==> src/rtl/mem_stage_sram_pkg.sv <==
// Shared types and widths for the MEM stage with 16-bit external SRAM.
package mem_stage_sram_pkg;

   localparam int SRAM_ADDR_W = 18;
   localparam int SRAM_DATA_W = 16;
   localparam int WORD_IDX_W  = SRAM_ADDR_W - 1;
   localparam int MEM_WORD_W  = 2 * SRAM_DATA_W;

   typedef enum logic [1:0] {
      IDLE = 2'd0,
      LOW  = 2'd1,
      HIGH = 2'd2,
      DONE = 2'd3
   } sram_state_t;

endpackage

==> src/rtl/sram_ctrl.sv <==
// SRAM sequencer: splits one 32-bit access into low/high 16-bit halves,
// each held for SRAM_WAIT cycles, and assembles read data into mem_data.
//
// state | meaning
// IDLE  | waiting for a memory request; latches index, store value, op type
// LOW   | low half-word access, addr LSB = 0
// HIGH  | high half-word access, addr LSB = 1
// DONE  | one-cycle result window, mem_data valid
module sram_ctrl
   import mem_stage_sram_pkg::*;
#(
   parameter int SRAM_WAIT = 2
)
(
   input  logic                   clk,
   input  logic                   rst,
   input  logic                   rd_req,
   input  logic                   wr_req,
   input  logic [WORD_IDX_W-1:0]  word_index_in,
   input  logic [MEM_WORD_W-1:0]  wr_data_in,
   output sram_state_t            state,
   output logic [MEM_WORD_W-1:0]  mem_data,
   output logic [SRAM_ADDR_W-1:0] sram_addr,
   output logic [SRAM_DATA_W-1:0] sram_dq_out,
   input  logic [SRAM_DATA_W-1:0] sram_dq_in,
   output logic                   sram_dq_oe,
   output logic                   sram_we_n,
   output logic                   sram_oe_n
);

   localparam logic [3:0] WAIT_LOAD = 4'(SRAM_WAIT - 1);

   sram_state_t             state_q;
   sram_state_t             state_d;
   logic [3:0]              wait_cnt;
   logic                    wait_tc;
   logic                    req;
   logic [WORD_IDX_W-1:0]   word_index;
   logic [MEM_WORD_W-1:0]   st_val;
   logic                    op_write;

   assign req     = rd_req | wr_req;
   assign wait_tc = (wait_cnt == 4'd0);
   assign state   = state_q;

   always_ff @(posedge clk or posedge rst) begin
      if (rst) begin
         state_q <= IDLE;
      end else begin
         state_q <= state_d;
      end
   end

   always_comb begin
      state_d = state_q;
      case (state_q)
         IDLE:    if (req) state_d = LOW;
         LOW:     if (wait_tc) state_d = HIGH;
         HIGH:    if (wait_tc) state_d = DONE;
         DONE:    state_d = IDLE;
         default: state_d = IDLE;
      endcase
   end

   // Write wins when both enables are set, so a read sample is suppressed.
   always_ff @(posedge clk or posedge rst) begin
      if (rst) begin
         wait_cnt   <= '0;
         word_index <= '0;
         st_val     <= '0;
         op_write   <= 1'b0;
         mem_data   <= '0;
      end else begin
         case (state_q)
            IDLE: begin
               if (req) begin
                  wait_cnt   <= WAIT_LOAD;
                  word_index <= word_index_in;
                  st_val     <= wr_data_in;
                  op_write   <= wr_req;
               end
            end
            LOW: begin
               if (wait_tc) begin
                  wait_cnt <= WAIT_LOAD;
                  if (!op_write) mem_data[SRAM_DATA_W-1:0] <= sram_dq_in;
               end else begin
                  wait_cnt <= wait_cnt - 4'd1;
               end
            end
            HIGH: begin
               if (wait_tc) begin
                  if (!op_write) mem_data[MEM_WORD_W-1:SRAM_DATA_W] <= sram_dq_in;
               end else begin
                  wait_cnt <= wait_cnt - 4'd1;
               end
            end
            default: begin
            end
         endcase
      end
   end

   always_comb begin
      sram_we_n   = 1'b1;
      sram_oe_n   = 1'b1;
      sram_dq_oe  = 1'b0;
      sram_dq_out = '0;
      sram_addr   = {word_index, (state_q == HIGH)};
      if ((state_q == LOW) || (state_q == HIGH)) begin
         if (op_write) begin
            sram_we_n   = 1'b0;
            sram_dq_oe  = 1'b1;
            sram_dq_out = (state_q == HIGH) ? st_val[MEM_WORD_W-1:SRAM_DATA_W]
                                            : st_val[SRAM_DATA_W-1:0];
         end else begin
            sram_oe_n = 1'b0;
         end
      end
   end

endmodule

==> src/rtl/mem_stage_sram.sv <==
// MEM pipeline stage: pass-through of EXE controls plus stall generation
// around the SRAM sequencer. Optional stall counter under MEM_STAGE_STALL_CNT_EN.
module mem_stage_sram
   import mem_stage_sram_pkg::*;
#(
   parameter int SRAM_WAIT = 2
)
(
   input  logic                   clk,
   input  logic                   rst,
   input  logic                   WB_En_in,
   input  logic                   MEM_R_En_in,
   input  logic                   MEM_W_En_in,
   input  logic [4:0]             dest_in,
   input  logic [31:0]            PC_in,
   input  logic [31:0]            ALU_result_in,
   input  logic [31:0]            ST_val_in,
   output logic                   WB_En,
   output logic                   MEM_R_En,
   output logic [4:0]             dest,
   output logic [31:0]            PC,
   output logic [31:0]            ALU_result,
   output logic [31:0]            Mem_Data,
   output logic                   stall,
   output logic [SRAM_ADDR_W-1:0] SRAM_ADDR,
   output logic [SRAM_DATA_W-1:0] SRAM_DQ_out,
   input  logic [SRAM_DATA_W-1:0] SRAM_DQ_in,
   output logic                   SRAM_DQ_oe,
   output logic                   SRAM_WE_N,
   output logic                   SRAM_OE_N
`ifdef MEM_STAGE_STALL_CNT_EN
   ,
   output logic [31:0]            stall_cnt
`endif
);

   sram_state_t state;

   assign WB_En      = WB_En_in;
   assign MEM_R_En   = MEM_R_En_in;
   assign dest       = dest_in;
   assign PC         = PC_in;
   assign ALU_result = ALU_result_in;

   sram_ctrl #(
      .SRAM_WAIT (SRAM_WAIT)
   ) u_sram_ctrl (
      .clk           (clk),
      .rst           (rst),
      .rd_req        (MEM_R_En_in),
      .wr_req        (MEM_W_En_in),
      .word_index_in (ALU_result_in[18:2]),
      .wr_data_in    (ST_val_in),
      .state         (state),
      .mem_data      (Mem_Data),
      .sram_addr     (SRAM_ADDR),
      .sram_dq_out   (SRAM_DQ_out),
      .sram_dq_in    (SRAM_DQ_in),
      .sram_dq_oe    (SRAM_DQ_oe),
      .sram_we_n     (SRAM_WE_N),
      .sram_oe_n     (SRAM_OE_N)
   );

   // Stalling in IDLE on a live request holds the pipeline for the latch cycle.
   assign stall = ((state == IDLE) && (MEM_R_En_in || MEM_W_En_in)) ||
                  (state == LOW) || (state == HIGH);

`ifdef MEM_STAGE_STALL_CNT_EN
   always_ff @(posedge clk or posedge rst) begin
      if (rst) begin
         stall_cnt <= '0;
      end else if (stall && (stall_cnt != 32'hFFFF_FFFF)) begin
         stall_cnt <= stall_cnt + 32'd1;
      end
   end
`endif

endmodule

==> config.mk <==
export PLATFORM = sky130hd
export DESIGN_NAME = mem_stage_sram
export DESIGN_NICKNAME = d
export VERILOG_FILES = /design/src/rtl/mem_stage_sram_pkg.sv /design/src/rtl/sram_ctrl.sv /design/src/rtl/mem_stage_sram.sv
export SDC_FILE = /design/constraint.sdc
export NUM_CORES = 1
export LEC_CHECK = 0
export CAP_MARGIN = 20
export CELL_PAD_IN_SITES_DETAIL_PLACEMENT = 0
export CELL_PAD_IN_SITES_GLOBAL_PLACEMENT = 2
export CORE_MARGIN = 4
export CORE_UTILIZATION = 24
export CTS_CLUSTER_SIZE = 30
export DETAILED_ROUTE_END_ITERATION = 10
export PLACE_DENSITY_LB_ADDON = 0.3
export SETUP_SLACK_MARGIN = 0.02
export SYNTH_ARGS = -nofsm -noshare
export SYNTH_HDL_FRONTEND = slang
export SYNTH_SLANG_ARGS = --single-unit
==> constraint.sdc <==
create_clock -name clk -period 9 [get_ports clk]
set_input_delay 2.7 -clock clk [delete_from_list [all_inputs] [get_ports clk]]
set_output_delay 2.7 -clock clk [all_outputs]
set_load 0.1 [all_outputs]
==> run_results.csv <==
group,metric,value,unit
status,status,"complete, no violations",
floorplanning,die_h,141.2,um
logic_synthesis,synth-xor-area-share,0,
grt,grtUsageTotal,0.1019,
placed_design,place_inst,632,
logic_synthesis,syn-cell-area,4259,sq um
routing,via_per_inst,4.165,
worst_hold_path,whs_path_depth,1,
timing,rsz0062_at_grt,"false",
logic_synthesis,yosys.area.top_type,"dfrtp_1",
logic_synthesis,yosysWarnings,0,
routing,routed_wl,9856,um
setup_path,crit_fanout,4,
placed_design,place_area,5549,sq um
clocking,cts.reportedPaths.clkPinSlew,0.06,ns
layout,diodes,0,
setup_path,crit_chain,"clkdlybuf4s50_1 -> o21ai_4 -> nand2_1 -> clkdlybuf4s50_1",
timing,final.setup.tns,0,ns
setup_path,r2r-start,"u_sram_ctrl.wait_cnt[0]",
floorplanning,die_x,141.2,um
layout,drive_above_1_share,0.2553,
setup_path,startpoint_type,"input pin",
setup_path,arrival,4.55,ns
setup_path,endpoint_kind,"output port",
clocking,cts_buffers,9,
grt,grt_pass1_wl,15880,um
setup_path,endpoint,"stall",
clocking,h-tree-depth,3,
routing,drtIter0Drc,82,
logic_synthesis,netlist_top_cells_area,"dfrtp_1 (52%), mux2_2 (22%), buf_4 (13%)",
timing,fmax,137.9,MHz
timing,hold_viol,0,
logic_synthesis,yosysUniqueCellTypes,28,
layout,final_area,5903,sq um
setup_path,critPathKind,"input pin to output port",
timing,drv_slew,0,
clocking,max-clock-path-buffers,2,
placed_design,gp_congestion,0.7137,
worst_hold_path,hold_start,"u_sram_ctrl.word_index[10]",
setup_path,max_stage_delay,1.13,ns
layout,syn_to_final_growth,38.60,%
floorplanning,core,17360,sq um
floorplanning,io-pin-count,263,
routing,vias,2699,
routing,first_pass_iters,4,
floorplanning,start_util,0.2454,
grt,grt_pass1_vias,3012,
setup_path,r2r-end,"u_sram_ctrl.mem_data[23]",
logic_synthesis,yosysSeqAreaShare,0.5170,
setup_path,startpoint,"MEM_W_En_in",
clocking,clkSinkCount,88,
timing,maxSlewHeadroom,0.3207,
setup_path,rrSetupSlack,6.59,ns
logic_synthesis,avgSynthCellArea,12.95,sq um
logic_synthesis,yosys_register_bits,88,
routing,wl_per_cell,15.21,um
timing,worst_pin_slew,1.016,ns
logic_synthesis,synth-compound-area-share,0.02350,
placed_design,portBuffers,156,
layout,n_fill_cell,1705,
clocking,hold_buffers,0,
routing,final_antenna_net_count,0,
setup_path,crit_buf_inv,2,
layout,finalNonFillerCells,648,
logic_synthesis,synthCells,329,
timing,period_share,0.8057,
setup_path,crit_family,"buffers and inverters",
timing,setup_violations,0,
logic_synthesis,synth_nets,457,
timing,clock_skew,0.006799,ns
placed_design,dp_hpwl,7110,um
floorplanning,die_area,19940,sq um
setup_path,crit_top_cell,"clkdlybuf4s50_1",
setup_path,required,6.30,ns
worst_hold_path,hold_path_class,"flop to flop",
logic_synthesis,muxShareOfSynthArea,0.2544,
grt,antenna_found_initial,0,
floorplanning,fp-row-count,48,
setup_path,worst_path_max_delay_cell,"clkdlybuf4s50_1",
clocking,cts_tree,"yes",
logic_synthesis,synth_top_family_by_area,"multiplexers",
clocking,clock-root-buffer,"clkbuf_16",
timing,min_period,7.251,ns
logic_synthesis,synthSimpleGateAreaFrac,0.04142,
routing,drcViolationCount,0,
setup_path,path_depth,4,
setup_path,rr_worst_depth,5,
clocking,cts_resized,0,
logic_synthesis,synthAdderAreaFrac,0.01763,
flow_run,max_cap_violations,0,
logic_synthesis,post-synth-top-area-fraction,0.5170,
layout,finalNetCount,546,
timing,holdWs,0.5027,ns
clocking,post_cts_buffers,0,
grt,grt_overflow,0,
grt,grt_max_degree,52,
clocking,insertion_delay,0.34,ns
[cells in the final DEF, fill, tap and decap left out, types with 2 or more instances in the layout]
master           instances
mux2_2                  82
buf_4                    3
a221oi_1                 3
nor2_1                  18
bufinv_16                3
clkbuf_16                9
nand3b_1                 2
o22ai_1                  3
dfrtp_1                 88
clkdlybuf4s50_1        156
nand2b_1                 2
ha_1                     6
mux2i_1                 16
nand2_1                  5
a21oi_1                  2
inv_1                    8
[cell type report]
class	count	area, sq um	share of cell area
tap	225	281.5	0.04769
clock inverter	6	115.1	0.01950
timing repair buffer	159	1584	0.2683
clock buffer	10	239.0	0.04048
inverter	9	35.03	0.005935
sequential	88	2202	0.3730
multi-input combinational	151	1446	0.2450
[worst min-delay path by stage]
stage	slack (ns)	to
after floorplan	0.48	u_sram_ctrl.st_val[10]
after global placement	0.49	u_sram_ctrl.st_val[3]
after detailed placement	0.49	u_sram_ctrl.st_val[5]
after CTS	0.51	u_sram_ctrl.st_val[7]
after global routing	0.52	u_sram_ctrl.st_val[13]
final	0.50	u_sram_ctrl.word_index[10]
[registers in the layout (all words and copies together), names as in the netlist]
signal	flops
u_sram_ctrl.st_val	32
u_sram_ctrl.state	2
u_sram_ctrl.word_index	17
u_sram_ctrl.mem_data	32
u_sram_ctrl.wait_cnt	4
u_sram_ctrl.op_write	1
[metal layers]
| metal | vias up | share of wire | GRT usage |
|---|---|---|---|
| met4 | 0 | 0.026 | 0.05456 |
| met3 | 26 | 0.080 | 0.03731 |
| li1 | 1238 | - | - |
| met2 | 116 | 0.50 | 0.1688 |
| met1 | 1319 | 0.40 | 0.1141 |
| met5 | - | 0 | 0 |
[synth_stat cells]
library cell and n:
clkbuf_1 4, dfrtp_1 88, inv_1 9, mux2i_1 16
o21a_1 1, ha_1 6, nor2_1 18, or3_2 1
buf_2 5, or3b_2 1, a21oi_1 2, nand2_1 5
nand3b_1 2, nand4b_1 1, o21ai_0 1, buf_4 71
nand2b_1 2, a311o_2 1, or3b_4 1, o22a_1 1
a211oi_1 1, o22ai_1 3, a221oi_1 3, mux2_2 82
nor3b_1 1, buf_8 1, nor3b_4 1, o21ai_1 1
[cells by family after synthesis]
logic type | after synthesis
multiplexers | 98
buffers and inverters | 90
flip-flops | 88
AND/OR/NAND/NOR | 33
AO/OA/AOI/OAI | 14
adder cells (fa/ha/maj) | 6
[stage by stage]
step                setup WS, ns    util
floorplan                  2.350       -
global placement           1.765  0.3197
CTS                        1.736  0.3401
global route               1.715  0.3401
detailed placement         1.743  0.3197
finish                     1.749  0.3401
Power is not shown: default switching activity piles up to over one toggle a cycle in this logic, so the estimate is an artifact.
